===== src/rtl/sdram_port_arbiter.sv =====
// sdram_port_arbiter: slot-based arbiter sharing one 8-bit SDRAM port between loader, CPU and PPU.
// Optional ARB_STATS_EN adds saturating grant/conflict counters.
module sdram_port_arbiter #(
  parameter int ADDR_W     = 22,
  parameter int SLOT_LEN   = 4,
  parameter int RD_LATENCY = 3
) (
  input  logic              clock,
  input  logic              resetn,
  input  logic              slot_start,
  input  logic              loader_mode,
  input  logic              ld_req,
  input  logic [ADDR_W-1:0] ld_addr,
  input  logic [7:0]        ld_wdata,
  output logic              ld_ack,
  input  logic              cpu_req,
  input  logic              cpu_we,
  input  logic [ADDR_W-1:0] cpu_addr,
  input  logic [7:0]        cpu_wdata,
  output logic              cpu_ack,
  output logic [7:0]        cpu_rdata,
  output logic              cpu_rvalid,
  input  logic              ppu_req,
  input  logic [ADDR_W-1:0] ppu_addr,
  output logic              ppu_ack,
  output logic [7:0]        ppu_rdata,
  output logic              ppu_rvalid,
  output logic [ADDR_W-1:0] mem_addr,
  output logic              mem_we,
  output logic              mem_oe,
  output logic [7:0]        mem_din,
`ifdef ARB_STATS_EN
  output logic [15:0]       stat_cpu,
  output logic [15:0]       stat_ppu,
  output logic [15:0]       stat_ld,
  output logic [15:0]       stat_conflict,
`endif
  input  logic [7:0]        mem_dout
);
  typedef enum logic [1:0] {S_IDLE, S_READ, S_WRITE} state_t;
  typedef enum logic [1:0] {T_NONE, T_CPU, T_PPU} tag_t;

  if (RD_LATENCY < 1 || RD_LATENCY >= SLOT_LEN) begin : g_bad_latency
    $error("RD_LATENCY must be in 1..SLOT_LEN-1");
  end

  state_t state, state_nxt;
  tag_t   tag_q [RD_LATENCY];
  tag_t   tag_in;
  logic   last_ppu;
  logic   gnt_ld, gnt_cpu, gnt_ppu;

  // last_ppu=1 means PPU won the previous contested/uncontested CPU-PPU slot
  always_comb begin
    gnt_ld    = slot_start && loader_mode && ld_req;
    gnt_cpu   = slot_start && !loader_mode && cpu_req && (!ppu_req || last_ppu);
    gnt_ppu   = slot_start && !loader_mode && ppu_req && (!cpu_req || !last_ppu);
    state_nxt = !slot_start ? state :
                gnt_ld      ? S_WRITE :
                gnt_cpu     ? (cpu_we ? S_WRITE : S_READ) :
                gnt_ppu     ? S_READ : S_IDLE;
    tag_in    = (gnt_cpu && !cpu_we) ? T_CPU : gnt_ppu ? T_PPU : T_NONE;
  end

  assign mem_we = (state == S_WRITE);
  assign mem_oe = (state == S_READ);

  always_ff @(posedge clock or negedge resetn) begin
    if (!resetn) begin
      state      <= S_IDLE;
      last_ppu   <= 1'b0;
      mem_addr   <= '0;
      mem_din    <= '0;
      ld_ack     <= 1'b0;
      cpu_ack    <= 1'b0;
      ppu_ack    <= 1'b0;
      cpu_rdata  <= '0;
      ppu_rdata  <= '0;
      cpu_rvalid <= 1'b0;
      ppu_rvalid <= 1'b0;
      for (int i = 0; i < RD_LATENCY; i++) tag_q[i] <= T_NONE;
    end else begin
      state   <= state_nxt;
      ld_ack  <= gnt_ld;
      cpu_ack <= gnt_cpu;
      ppu_ack <= gnt_ppu;
      if (gnt_cpu || gnt_ppu) last_ppu <= gnt_ppu;
      if (gnt_ld) begin
        mem_addr <= ld_addr;
        mem_din  <= ld_wdata;
      end else if (gnt_cpu) begin
        mem_addr <= cpu_addr;
        if (cpu_we) mem_din <= cpu_wdata;
      end else if (gnt_ppu) begin
        mem_addr <= ppu_addr;
      end
      tag_q[0] <= tag_in;
      for (int i = 1; i < RD_LATENCY; i++) tag_q[i] <= tag_q[i-1];
      cpu_rvalid <= (tag_q[RD_LATENCY-1] == T_CPU);
      ppu_rvalid <= (tag_q[RD_LATENCY-1] == T_PPU);
      if (tag_q[RD_LATENCY-1] == T_CPU) cpu_rdata <= mem_dout;
      if (tag_q[RD_LATENCY-1] == T_PPU) ppu_rdata <= mem_dout;
    end
  end

`ifdef ARB_STATS_EN
  logic both;
  assign both = slot_start && !loader_mode && cpu_req && ppu_req;

  always_ff @(posedge clock or negedge resetn) begin
    if (!resetn) begin
      stat_cpu      <= '0;
      stat_ppu      <= '0;
      stat_ld       <= '0;
      stat_conflict <= '0;
    end else begin
      if (gnt_cpu && stat_cpu != 16'hFFFF) stat_cpu <= stat_cpu + 16'd1;
      if (gnt_ppu && stat_ppu != 16'hFFFF) stat_ppu <= stat_ppu + 16'd1;
      if (gnt_ld && stat_ld != 16'hFFFF) stat_ld <= stat_ld + 16'd1;
      if (both && stat_conflict != 16'hFFFF) stat_conflict <= stat_conflict + 16'd1;
    end
  end
`endif
endmodule


===== config.mk =====
export PLATFORM = sky130hd
export DESIGN_NAME = sdram_port_arbiter
export DESIGN_NICKNAME = d
export VERILOG_FILES = /design/src/rtl/sdram_port_arbiter.sv
export SDC_FILE = /design/constraint.sdc
export NUM_CORES = 1
export LEC_CHECK = 0
export CELL_PAD_IN_SITES_DETAIL_PLACEMENT = 1
export CELL_PAD_IN_SITES_GLOBAL_PLACEMENT = 2
export CORE_UTILIZATION = 24
export CTS_BUF_LIST = sky130_fd_sc_hd__clkbuf_8
export DETAILED_ROUTE_END_ITERATION = 10
export PLACE_DENSITY = 0.83
export SYNTH_ARGS = -nofsm -noshare
export SYNTH_HDL_FRONTEND = slang
export SYNTH_SLANG_ARGS = --single-unit

===== constraint.sdc =====
create_clock -name clock -period 1.7 [get_ports clock]
set_clock_uncertainty 0.2 [all_clocks]
set_input_delay 0.17 -clock clock [delete_from_list [all_inputs] [get_ports clock]]
set_output_delay 0.17 -clock clock [all_outputs]
set_load 0.01 [all_outputs]

# ---- Yosys cells after proc, flatten, opt, wreduce, memory -nomap -nowiden
# Cells that the tools add are included.
dict set report word_totals {
  register_bits 60
  inputBits 98
  output_inout_bits 53
  wordCells 50
}
dict set report op_classes {
  eq_ne 4
  n_mux 12
  reduce_logical 20
}
# cell count
set ops {}
lappend ops {{two-way mux 22 bit} 3}
lappend ops {{two-way mux 8 bit} 3}
lappend ops {{two-way mux 2 bit} 5}
lappend ops {{logical AND 1 bit} 8}
lappend ops {{zero test 1 bit} 5}
lappend ops {{equality test 2 x 1 -> 1 bit, second input constant} 2}
lappend ops {{equality test 2 bit, second input constant} 2}
lappend ops {{nonzero test 2 bit} 2}
lappend ops {{logical OR 1 bit} 3}
lappend ops {{nonzero test 3 bit} 1}
lappend ops {{AND reduction 2 bit} 1}
lappend ops {{two-way mux 1 bit} 1}

# ---- Depth between registers and ports, before layout
dict set report depth {
  depth_word 7
  ltp_mapped 6
  depth_no_buf 3
}

# ---- Worst setup path after synthesis
# No wires, ideal clock.
dict set report synth_path {
  kind {flip-flop to flip-flop}
  start {register last_ppu}
  end {register mem_din[0]}
  setup_time_ps 126
  arrival_time_ps 1154
  required_ps 1374
  slack_ps 220
  path_stages_with_launch 6
  synth_period_minus_slack_ps 1480
  cell_sequence {dfrtp_1 -> nor2b_1 -> clkbuf_1 -> buf_2 -> nor3_1 -> a221o_1}
}
dict set report synth_between {
  elab_chain_len 4
}
# element line_no
set synth_lines {}
lappend synth_lines {{start: declaration} 50} ;# logic last_ppu;
lappend synth_lines {{start signal: assignment} 87} ;# if (gnt_cpu || gnt_ppu) last_ppu <= gnt_ppu;
lappend synth_lines {{logical OR 1 bit} 56} ;# gnt_cpu = slot_start && !loader_mode && cpu_req && (!ppu_req || last_ppu);
lappend synth_lines {{logical AND 1 bit} 56}
lappend synth_lines {{nonzero test 2 bit (no source line)} -}
lappend synth_lines {{AND reduction 2 bit (no source line)} -}
lappend synth_lines {{end signal: assignment} 90} ;# mem_din <= ld_wdata;
lappend synth_lines {{end signal: assignment} 93} ;# if (cpu_we) mem_din <= cpu_wdata;
lappend synth_lines {{end: declaration} 31} ;# output logic [7:0] mem_din,
# No other way between the ends.
# A chain may end at the register's enable or synchronous reset.

# ---- Worst setup path in the final report
dict set report layout_path {
  start {register mem_addr[6]}
  end {output port mem_addr[6]}
}
# element line_no
set layout_lines {}
lappend layout_lines {{start: declaration} 28} ;# output logic [ADDR_W-1:0] mem_addr,
lappend layout_lines {{start signal: assignment} 89} ;# mem_addr <= ld_addr;
lappend layout_lines {{start signal: assignment} 92} ;# mem_addr <= cpu_addr;
lappend layout_lines {{start signal: assignment} 95} ;# mem_addr <= ppu_addr;
# No word-level cell between the ends.

==> key figures <==
Route
  – Vias/cell: 4.88
  – Vias: 3135
  – DR iter-0 viols: 113
  – Aggregate routed wire length: 11400 µm
  – First-pass DRT Iterations: 4
  – Post-route DRC: 0
  – Routed length per instance: 17.7 µm
  – Number of routed nets with antenna violations: 0

Yosys
  – Post-synth top cells: dfrtp_1, o21ai_0, o31ai_1
  – Mean Syn Cell Area: 10.2 µm²
  – Area share of the largest cell type after synthesis: 48.4%
  – Yosys warnings: 0
  – Register area share after synthesis: 48.4%
  – Synthesized net count: 401
  – Mapped Cells: 303
  – Top cells by area, synth: dfrtp_1, o21ai_0, mux2_2
  – Synth area leader: dfrtp_1
  – Count leader, synth: dfrtp_1
  – Synth Flop Type: dfrtp_1
  – Area of the mapped netlist: 3100 µm²
  – Post-synthesis register bit count: 60
  – EDFF count, synth: 0
  – Async set-reset flop share out of synthesis: 100%
  – Synth cell types: 29

Clocking
  – Post-CTS setup buffer count: 0
  – CTS Root Cell: clkbuf_8
  – CTS buffer count: 9
  – Max clock buf depth: 2
  – CTS tree: yes
  – CTS sink count: 60
  – Worst-Skew Late Latency: 0.34 ns
  – Clock transition at path regs: 0.08 ns
  – Htree depth: 3

Placement
  – PortBufs: 150
  – GPL Wtd Cong: 0.763
  – DP HPWL: 8430 µm

STA
  – Final cycle utilization of the critical path: 95.9%
  – Hold WS: 0.126 ns
  – Final setup viols: 0
  – Max Slew Vio Count: 0
  – Slew headroom: 67.3%
  – Worst Max-Slew Pin Slew: 0.490 ns
  – Fin. Hold Viols: 0
  – RSZ-0062 raised after global routing: no
  – Minimum clock period: 1.63 ns
  – F_max: 614 MHz

Power and ir drop
  – PD cells: 892 nW/µm²
  – Maximum vdd ir drop: 0.321 mV
  – Leakage: 2.14 nW

Setup path
  – Startpoint Class: flip-flop
  – Crit path max fanout: 2
  – Critical Path RT: 1.33 ns
  – Buf/Inv on CP: 1
  – Crit. End Element: output pin
  – CP Cell Sequence: clkdlybuf4s50_1
  – CP max-delay cell: clkdlybuf4s50_1
  – Peak per-stage delay on the critical path: 0.58 ns
  – RR Endpoint: mem_addr[13]
  – Worst reg2reg setup slack: 0.11 ns
  – Worst Setup Path Type: reg2out
  – Reg2Reg Depth: 4
  – Worst EP arrival: 1.26 ns
  – Top Family by Delay on Critical Path: buffers and inverters
  – Critical R2R Launch: last_ppu

Floorplanning
  – Die area: 13400 µm²
  – Starting density of the core: 24.6%
  – Die H: 116 µm
  – Cell Rows: 41
  – I/O pins: 151
  – Core box area: 12600 µm²
  – Die width: 116 µm

Outcome
  – Outcome: finished, final reports clean

GRT
  – Vias in the first global route: 3471
  – Global-route wire length before repair: 18100 µm
  – Total track usage: 17.9%
  – Initial antenna violation count: 0
  – Largest net degree at the start of global routing: 31
  – Gr ovfl total: 0

Layout
  – N_diodes: 0
  – Layout cells sized above 1: 16.6%
  – Synthesis-to-layout area growth: 68.1%
  – Fin util: 41.4%
  – Layout Nets: 563

Min path
  – Worst min path class: in2async

Job
  – Max-cap violations: 0
[timing repair]
item | in CTS | in global routing
resized for setup | 2 | 6
pin swaps | 0 | 4
hold endpoints to repair | 60 | 0
setup endpoints to repair | 2 | 27
hold buffers | 1 | 0
[cell families after synthesis]
family | Yosys count | share of synthesized area (%)
buffers and inverters | 39 | 7.62
and+or+nand+nor | 85 | 16.3
DFF | 60 | 48.4
muxes | 16 | 5.80
AOI/OAI and AO/OA | 103 | 21.9
[layer usage]
| metal | GRT usage (%) | vias up | wire (µm) |
|---|---|---|---|
| li1 | - | 1471 | - |
| met1 | 22.9 | 1529 | 5170 |
| met2 | 29.7 | 121 | 5370 |
| met3 | 4.39 | 14 | 666 |
| met4 | 5.56 | 0 | 176 |
| met5 | 0 | - | 0 |
[sequential cells by signal (all words and copies together) (netlist names)]
| name | cells |
|---|---|
| ppu_ack | 1 |
| state | 2 |
| mem_din | 8 |
| tag_q | 6 |
| last_ppu | 1 |
| ppu_rvalid | 1 |
| mem_addr | 22 |
| cpu_rdata | 8 |
| cpu_rvalid | 1 |
| ppu_rdata | 8 |
| ld_ack | 1 |
| cpu_ack | 1 |
[worst max-delay path by stage]
stage	from	endpoint	slack, ns	depth (start not counted)
2_1_floorplan	last_ppu	mem_din[0]	0.22	5
3_3_place_gp	loader_mode	mem_addr[1]	-0.24	5
3_5_place_dp	loader_mode	mem_addr[20]	-0.33	5
4_1_cts	loader_mode	mem_addr[20]	0.02	5
5_1_grt	mem_addr[1]	mem_addr[1]	0.008	1
6_report	mem_addr[6]	mem_addr[6]	0.07	1
[metrics by stage]
stage | TNS [ns] | worst slack [ns] | total power [W] | cells | area (µm²)
2_1_floorplan | 0 | 0.220 | 0.00238 | 303 | 3100
3_3_place_gp | -6.49 | -0.236 | 0.00333 | 625 | 4990
3_5_place_dp | -9.54 | -0.333 | 0.00339 | 625 | 4990
4_1_cts | 0 | 0.0232 | 0.00472 | 642 | 5190
5_1_grt | 0 | 0.00821 | 0.00494 | 642 | 5220
6_report | 0 | 0.0702 | 0.00466 | 642 | 5220
[layout make-up]
cell class                 count  area, µm²
tap                          172        215
clock inverter                 7       75.1
multi-input combinational    204       1410
fill                        1457       7400
clock buffer                   9        124
timing repair buffer         188       1890
inverter                       2       7.51
sequential                    60       1500
[cells in the final DEF (no fill, tap or decap), types with 2 or more instances in the layout]
cell             synthesis  final
nand3b_1                 2      2
and3_1                  22     21
buf_12                   0      8
a211oi_1                22     22
buf_4                    4     28
dlygate4sd2_1            0      2
o21ai_0                 44     44
clkbuf_8                 0      9
clkinvlp_4               0      3
mux2_2                  16     16
and2b_1                  7      7
dfrtp_1                 60     60
nor4_1                  22     20
o31ai_1                 23     22
nor3_1                   9      9
a21oi_1                  2      2
nor2b_1                  6      5
inv_1                    2      2
nor2_1                   2      2
nor4_2                   0      2
a221o_1                  8      8
clkdlybuf4s50_1          0    146
nand2_1                 11     11
[power breakdown]
| group | leakage, nW | total (W) | internal, W | switching [W] |
|---|---|---|---|---|
| Clock | 0.0918 | 0.00131 | 0.000681 | 0.000629 |
| Combinational | 1.29 | 0.00154 | 0.000921 | 0.000617 |
| Sequential | 0.754 | 0.00181 | 0.00167 | 0.000139 |
| Total | 2.14 | 0.00466 | 0.00327 | 0.00138 |
Note: power is estimated with default switching activity, not from simulation.
